--- config.mk ---
export PLATFORM = sky130hd
export DESIGN_NAME = mu0_control_flat
export DESIGN_NICKNAME = d
export VERILOG_FILES = /design/src/rtl/mu0_pkg.sv /design/src/rtl/mu0_if.sv /design/src/rtl/mu0_decode.sv /design/src/rtl/mu0_control.sv /design/src/flat_wrapper.sv
export SDC_FILE = /design/constraint.sdc
export NUM_CORES = 1
export LEC_CHECK = 0
export ABC_AREA = 1
export BUFFER_PORTS_ARGS = -buffer_cell sky130_fd_sc_hd__buf_2
export CAP_MARGIN = 20
export CORE_AREA = 2 2 55 57
export DETAILED_ROUTE_END_ITERATION = 7
export DIE_AREA = 0 0 57 59
export PLACE_DENSITY = 0.73
export REMOVE_ABC_BUFFERS = 1
export SLEW_MARGIN = 10
export SYNTH_ARGS = -nofsm -noshare
export SYNTH_HDL_FRONTEND = slang
export SYNTH_SLANG_ARGS = --single-unit
--- constraint.sdc ---
create_clock -name Clk -period 1.95 [get_ports Clk]
set_input_delay 0.0975 -clock Clk [delete_from_list [all_inputs] [get_ports Clk]]
set_output_delay 0.0975 -clock Clk [all_outputs]
set_load 0.01 [all_outputs]
--- src/rtl/mu0_pkg.sv ---
// ============================================================================
// Module : mu0_pkg
// Brief  : Shared types and constants for the MU0 control unit.
// Rev    : 1.0
// ============================================================================
`default_nettype none

package mu0_pkg;

    typedef enum logic [1:0] {
        FETCH   = 2'b00,
        EXECUTE = 2'b01,
        HALT    = 2'b10
    } state_t;

    localparam logic [3:0] OP_LDA = 4'd0;
    localparam logic [3:0] OP_STA = 4'd1;
    localparam logic [3:0] OP_ADD = 4'd2;
    localparam logic [3:0] OP_SUB = 4'd3;
    localparam logic [3:0] OP_JMP = 4'd4;
    localparam logic [3:0] OP_JGE = 4'd5;
    localparam logic [3:0] OP_JNE = 4'd6;
    localparam logic [3:0] OP_STP = 4'd7;

    localparam logic [1:0] ALU_PASS_Y = 2'b00;
    localparam logic [1:0] ALU_ADD    = 2'b01;
    localparam logic [1:0] ALU_INC_X  = 2'b10;
    localparam logic [1:0] ALU_SUB    = 2'b11;

    localparam logic [15:0] COUNT_MAX = 16'hFFFF;

    typedef struct packed {
        logic       x_sel;
        logic       y_sel;
        logic       addr_sel;
        logic [1:0] alu_fs;
        logic       pc_en;
        logic       ir_en;
        logic       acc_en;
        logic       rd;
        logic       wr;
    } ctrl_t;

    // Retired-instruction counter sticks at all-ones rather than wrapping.
    function automatic logic [15:0] sat_inc(input logic [15:0] value);
        return (value == COUNT_MAX) ? value : value + 16'd1;
    endfunction

endpackage

`default_nettype wire

--- src/rtl/mu0_if.sv ---
// ============================================================================
// Module : mu0_if
// Brief  : Control/datapath bundle; Mem_Ready exists only with MU0_MEM_WAIT_EN.
// Rev    : 1.0
// ============================================================================
`default_nettype none

interface mu0_if;

    logic [3:0]  F;
    logic        N;
    logic        Z;
`ifdef MU0_MEM_WAIT_EN
    logic        Mem_Ready;
`endif
    logic        X_sel;
    logic        Y_sel;
    logic        Addr_sel;
    logic [1:0]  ALU_fs;
    logic        PC_En;
    logic        IR_En;
    logic        Acc_En;
    logic        Rd;
    logic        Wr;
    logic        Fetch;
    logic        Halted;
    logic [15:0] Instr_Count;

`ifdef MU0_MEM_WAIT_EN
    modport master (
        input  F, N, Z, Mem_Ready,
        output X_sel, Y_sel, Addr_sel, ALU_fs, PC_En, IR_En, Acc_En,
               Rd, Wr, Fetch, Halted, Instr_Count
    );
    modport slave (
        output F, N, Z, Mem_Ready,
        input  X_sel, Y_sel, Addr_sel, ALU_fs, PC_En, IR_En, Acc_En,
               Rd, Wr, Fetch, Halted, Instr_Count
    );
`else
    modport master (
        input  F, N, Z,
        output X_sel, Y_sel, Addr_sel, ALU_fs, PC_En, IR_En, Acc_En,
               Rd, Wr, Fetch, Halted, Instr_Count
    );
    modport slave (
        output F, N, Z,
        input  X_sel, Y_sel, Addr_sel, ALU_fs, PC_En, IR_En, Acc_En,
               Rd, Wr, Fetch, Halted, Instr_Count
    );
`endif

endinterface

`default_nettype wire

--- src/rtl/mu0_decode.sv ---
// ============================================================================
// Module : mu0_decode
// Brief  : Combinational map from (state, opcode, flags) to the control vector.
// Rev    : 1.0
// ============================================================================
`default_nettype none

module mu0_decode
    import mu0_pkg::*;
(
    input  state_t     state,
    input  logic [3:0] f,
    input  logic       n,
    input  logic       z,
    output ctrl_t      ctrl
);

    always_comb begin
        ctrl = '0;
        case (state)
            FETCH: begin
                ctrl.addr_sel = 1'b0;
                ctrl.rd       = 1'b1;
                ctrl.ir_en    = 1'b1;
                ctrl.x_sel    = 1'b1;
                ctrl.alu_fs   = ALU_INC_X;
                ctrl.pc_en    = 1'b1;
            end
            EXECUTE: begin
                case (f)
                    OP_LDA: begin
                        ctrl.addr_sel = 1'b1;
                        ctrl.rd       = 1'b1;
                        ctrl.alu_fs   = ALU_PASS_Y;
                        ctrl.acc_en   = 1'b1;
                    end
                    OP_STA: begin
                        // Acc reaches the write-data path through the X operand.
                        ctrl.addr_sel = 1'b1;
                        ctrl.wr       = 1'b1;
                        ctrl.x_sel    = 1'b0;
                    end
                    OP_ADD, OP_SUB: begin
                        ctrl.addr_sel = 1'b1;
                        ctrl.rd       = 1'b1;
                        ctrl.alu_fs   = (f == OP_ADD) ? ALU_ADD : ALU_SUB;
                        ctrl.acc_en   = 1'b1;
                    end
                    OP_JMP, OP_JGE, OP_JNE: begin
                        ctrl.y_sel  = 1'b1;
                        ctrl.alu_fs = ALU_PASS_Y;
                        ctrl.pc_en  = (f == OP_JMP) ? 1'b1 :
                                      (f == OP_JGE) ? ~n   : ~z;
                    end
                    default: ;
                endcase
            end
            default: ;
        endcase
    end

endmodule

`default_nettype wire

--- src/rtl/mu0_control.sv ---
// ============================================================================
// Module : mu0_control
// Brief  : MU0 fetch/execute sequencer with saturating retired-instruction count.
//          Optional memory wait states enabled by defining MU0_MEM_WAIT_EN.
// Rev    : 1.0
// ============================================================================
`default_nettype none

module mu0_control
    import mu0_pkg::*;
(
    input  logic      Clk,
    input  logic      nReset,
    mu0_if.master     bus
);

    state_t      r_state;
    state_t      w_next_state;
    ctrl_t       w_dec;
    logic        w_stall;
    logic        w_load_ok;
    logic [15:0] r_count;

    mu0_decode u_decode (
        .state (r_state),
        .f     (bus.F),
        .n     (bus.N),
        .z     (bus.Z),
        .ctrl  (w_dec)
    );

`ifdef MU0_MEM_WAIT_EN
    assign w_stall = (w_dec.rd | w_dec.wr) & ~bus.Mem_Ready;
`else
    assign w_stall = 1'b0;
`endif

    always_ff @(posedge Clk or negedge nReset) begin
        if (!nReset) begin
            r_state <= FETCH;
        end else begin
            r_state <= w_next_state;
        end
    end

    always_comb begin
        w_next_state = r_state;
        if (!w_stall) begin
            case (r_state)
                FETCH:   w_next_state = EXECUTE;
                EXECUTE: w_next_state = (bus.F == OP_STP) ? HALT : FETCH;
                HALT:    w_next_state = HALT;
                default: w_next_state = FETCH;
            endcase
        end
    end

    // A retirement is the completing edge of EXECUTE, whatever the opcode.
    always_ff @(posedge Clk or negedge nReset) begin
        if (!nReset) begin
            r_count <= 16'd0;
        end else if (r_state == EXECUTE && !w_stall) begin
            r_count <= sat_inc(r_count);
        end
    end

    // Enables are gated asynchronously so nothing loads while reset is held.
    assign w_load_ok = nReset & ~w_stall;

    assign bus.X_sel       = w_dec.x_sel;
    assign bus.Y_sel       = w_dec.y_sel;
    assign bus.Addr_sel    = w_dec.addr_sel;
    assign bus.ALU_fs      = w_dec.alu_fs;
    assign bus.PC_En       = w_dec.pc_en  & w_load_ok;
    assign bus.IR_En       = w_dec.ir_en  & w_load_ok;
    assign bus.Acc_En      = w_dec.acc_en & w_load_ok;
    assign bus.Rd          = w_dec.rd & nReset;
    assign bus.Wr          = w_dec.wr & nReset;
    assign bus.Fetch       = (r_state == FETCH);
    assign bus.Halted      = (r_state == HALT);
    assign bus.Instr_Count = r_count;

endmodule

`default_nettype wire

--- src/flat_wrapper.sv ---
// flat-port wrapper written by rule: the top's interface ports become plain ports
module mu0_control_flat import mu0_pkg::*;
  (Clk, nReset, bus_F, bus_N, bus_Z, bus_X_sel, bus_Y_sel, bus_Addr_sel, bus_ALU_fs, bus_PC_En, bus_IR_En, bus_Acc_En, bus_Rd, bus_Wr, bus_Fetch, bus_Halted, bus_Instr_Count);
  mu0_if bus_i ();
  input  logic Clk;
  input  logic nReset;
  input wire logic [$bits(bus_i.F)-1:0] bus_F;
  input wire logic [$bits(bus_i.N)-1:0] bus_N;
  input wire logic [$bits(bus_i.Z)-1:0] bus_Z;
  output wire logic [$bits(bus_i.X_sel)-1:0] bus_X_sel;
  output wire logic [$bits(bus_i.Y_sel)-1:0] bus_Y_sel;
  output wire logic [$bits(bus_i.Addr_sel)-1:0] bus_Addr_sel;
  output wire logic [$bits(bus_i.ALU_fs)-1:0] bus_ALU_fs;
  output wire logic [$bits(bus_i.PC_En)-1:0] bus_PC_En;
  output wire logic [$bits(bus_i.IR_En)-1:0] bus_IR_En;
  output wire logic [$bits(bus_i.Acc_En)-1:0] bus_Acc_En;
  output wire logic [$bits(bus_i.Rd)-1:0] bus_Rd;
  output wire logic [$bits(bus_i.Wr)-1:0] bus_Wr;
  output wire logic [$bits(bus_i.Fetch)-1:0] bus_Fetch;
  output wire logic [$bits(bus_i.Halted)-1:0] bus_Halted;
  output wire logic [$bits(bus_i.Instr_Count)-1:0] bus_Instr_Count;
  assign bus_i.F = bus_F;
  assign bus_i.N = bus_N;
  assign bus_i.Z = bus_Z;
  assign bus_X_sel = bus_i.X_sel;
  assign bus_Y_sel = bus_i.Y_sel;
  assign bus_Addr_sel = bus_i.Addr_sel;
  assign bus_ALU_fs = bus_i.ALU_fs;
  assign bus_PC_En = bus_i.PC_En;
  assign bus_IR_En = bus_i.IR_En;
  assign bus_Acc_En = bus_i.Acc_En;
  assign bus_Rd = bus_i.Rd;
  assign bus_Wr = bus_i.Wr;
  assign bus_Fetch = bus_i.Fetch;
  assign bus_Halted = bus_i.Halted;
  assign bus_Instr_Count = bus_i.Instr_Count;
  mu0_control u_core (.Clk(Clk), .nReset(nReset), .bus(bus_i));
endmodule
==> impl_metrics.env <==
export IMPL_status="finished, final reports clean"
export IMPL_sequentialPowerShare_pct=58.8
export IMPL_grt_setup_unrepaired="no"
export IMPL_p_int_mw=0.4971
export IMPL_initial_core_util_pct=44.14
export IMPL_vias_per_cell=4.802
export IMPL_setup_viol=0
export IMPL_vias=1191
export IMPL_dieWidth_um=57
export IMPL_rr_startpoint="u_core.bus.Instr_Count[0]"
export IMPL_antenna_found_initial=0
export IMPL_syn_avg_cell_area_um2=6.682
export IMPL_area_growth_pct=19.87
export IMPL_hold_start="bus_F[1]"
export IMPL_yosysWarningCount=0
export IMPL_gp_congestion=0.8169
export IMPL_slew_headroom_pct=72.12
export IMPL_die_h_um=59
export IMPL_p_comb_share_pct=4.7
export IMPL_cp_start_kind="register"
export IMPL_p_clk_share_pct=36.5
export IMPL_post_dp_cell_area_um2=1388
export IMPL_syn_inst=179
export IMPL_path_class="reg2reg"
export IMPL_worstRegToRegCells=8
export IMPL_h_tree_depth=1
export IMPL_critPathCaptureType="register"
export IMPL_worstHoldEndpoint="u_core.r_state[1]"
export IMPL_cts_inserted_buffers=3
export IMPL_rows=19
export IMPL_whs_path_depth=3
export IMPL_wl_per_cell_um=11.12
export IMPL_dieArea_um2=3363
export IMPL_dp_hpwl_mm=2.138
export IMPL_clk_pin_slew_ns=0.11
export IMPL_clock_skew_ns=0.004118
export IMPL_ir_drop_mv=0.5649
export IMPL_min_period_ns=1.753
export IMPL_netSwitchingPower_mw=0.1370
export IMPL_p_total_mw=0.6341
export IMPL_hold_class="in2reg"
export IMPL_worstPathRequired_ns=2.14
export IMPL_clockRootBuffer="clkbuf_4"
export IMPL_drc_errors=0
export IMPL_switching_share_pct=21.60
export IMPL_drtAntennaViolNets=0
export IMPL_powerDensity_nw_per_um2=442.2
export IMPL_reg2reg_slack_ns=0.20
export IMPL_ys_ff_latch=18
export IMPL_arrival_ns=1.94
export IMPL_grt_max_degree=19
export IMPL_antenna_cells=0
export IMPL_grt_remaining_overflow=0
export IMPL_synth_cell_area_um2=1196
export IMPL_cts_tree="done"
export IMPL_drv_slew=0
export IMPL_r2r_end="u_core.bus.Instr_Count[15]"
export IMPL_tns_ns=0
export IMPL_grt_pass1_wl_mm=4.540
export IMPL_io_buffer_count=35
export IMPL_period_share_pct=89.90
export IMPL_grtUsageTotal_pct=17.03
export IMPL_cts_path_max_buffers=2
export IMPL_final_nets=227
export IMPL_leakagePower_nw=0.7675
export IMPL_critPathMaxFanout=11
export IMPL_cts_sinks=18
export IMPL_worstSkewPairLatency_ns=0.29
export IMPL_hold_worst_slack_ns=0.09263
export IMPL_drt_wl_total_mm=2.757
export IMPL_grt_pass1_vias=1001
export IMPL_tightest_slew_ns=0.4167
export IMPL_drtIter0Drc=24
export IMPL_cap_violations=0
export IMPL_drtPass1Iterations=4
export IMPL_utilization_pct=52.91
export IMPL_synthDistinctLibCells=19
export IMPL_ys_seq_area_share_pct=37.66
export IMPL_core_area_um2=2710
export IMPL_ioPinCount=36
export IMPL_fmax_ghz=0.5704
export IMPL_fin_area_um2=1434
export IMPL_hold_violations=0
export IMPL_drive_gt1_share_pct=20.74
==> worst max-delay path by stage <==
stage / from / endpoint / cells after the start
3_5_place_dp: u_core.bus.Instr_Count[0] / u_core.bus.Instr_Count[15] / 8
6_report: u_core.bus.Instr_Count[0] / u_core.bus.Instr_Count[15] / 8
2_1_floorplan: u_core.bus.Instr_Count[1] / u_core.bus.Instr_Count[15] / 8
3_3_place_gp: u_core.bus.Instr_Count[0] / u_core.bus.Instr_Count[15] / 8
4_1_cts: u_core.bus.Instr_Count[0] / u_core.bus.Instr_Count[15] / 8
5_1_grt: u_core.bus.Instr_Count[1] / u_core.bus.Instr_Count[15] / 8
==> state kept, by name, indices dropped and copies added (netlist names) <==
signal,flops
u_core.r_state,2
u_core.bus.Instr_Count,16
==> per-stage QoR <==
step | setup slack (ns) | std cells
2_1_floorplan | 0.4311 | 176
3_3_place_gp | 0.2943 | 243
3_5_place_dp | 0.2259 | 243
4_1_cts | 0.2043 | 248
5_1_grt | 0.04933 | 248
6_report | 0.1969 | 248
==> what timing repair did <==
| action | CTS | global route |
|---|---|---|
| hold buffers | 1 | 0 |
| hold endpoints to repair | 18 | 0 |
| buffers inserted | 0 | 0 |
| gates resized for setup | 0 | 0 |
| endpoints found under the setup margin | 0 | 0 |
==> routing by layer <==
| layer | part of all wire [%] | track usage, % | up-vias |
|---|---|---|---|
| met2 | 47 | 27.26 | 24 |
| met5 | 0 | 0 | - |
| met3 | 4.6 | 3.930 | 0 |
| met1 | 49 | 24.93 | 527 |
| met4 | 0 | 0.9967 | 0 |
| li1 | - | - | 640 |
==> worst max-delay path, stage by stage, from the launching register on <==
cell     delay [ns]
dfrtp_1        0.43
ha_1           0.28
nand3_2        0.15
nor2_1         0.17
nand2_1        0.10
nand2_1        0.07
nand2_1        0.24
nand2_1        0.16
nand2_1        0.05
==> cells in the mapped netlist <==
cell type	instances	area, µm²
nor2_4	1	11.26
a21oi_1	2	10.01
nand3_2	2	20.02
ha_1	1	12.51
buf_4	1	7.510
nand2_1	78	292.8
buf_6	2	22.52
nand3_1	7	35.03
o21bai_1	1	7.510
o22ai_1	2	12.51
inv_2	1	3.750
nor2_1	24	90.09
o21ai_0	8	40.04
o21ai_4	1	16.27
nand3b_1	1	7.510
inv_1	17	63.81
dfrtp_1	18	450.4
xnor2_1	7	61.31
nand4_1	5	31.28
==> power groups by stage <==
stage	logic [mW]	clock network, mW	registers, mW
after detailed placement	0.0279	0	0.380
after CTS	0.0295	0.243	0.373
after global routing	0.0337	0.255	0.373
after floorplan	0.00734	0	0.380
final	0.0295	0.232	0.373
after global placement	0.0273	0	0.380
==> kinds of logic (layout without fill, tap and decap cells) <==
logic type      count (synthesis)  after routing  synth area share (%)
fa+ha+maj                       1              1                 1.046
compound gates                 14             14                 7.218
flops                          18             18                 37.66
simple gates                  118            118                 40.80
buf+inv                        21             59                 8.159
xor+xnor                        7              7                 5.126
==> area by class of cell <==
type,count,area [µm²]
Multi-Input combinational cell,140,648.1
Fill cell,294,1276
Tap cell,31,38.79
Sequential cell,18,450.4
Inverter,18,67.56
Timing Repair Buffer,37,192.7
Clock buffer,4,36.28
==> cell usage in the layout (no fill, tap or decap) <==
cell and n:
nand3_1 7, o22ai_1 2, ha_1 1, o21ai_0 8
clkbuf_4 3, dfrtp_1 18, buf_2 35, inv_1 17
nand2_1 78, clkbuf_8 1, a21oi_1 2, inv_2 1
o21bai_1 1, dlygate4sd3_1 1, xnor2_1 7, nor2_4 1
o21ai_4 1, nand3_2 2, nor2_1 24, nand3b_1 1
buf_4 1, nand4_1 5
No activity file was read; power rests on OpenSTA's default activity.
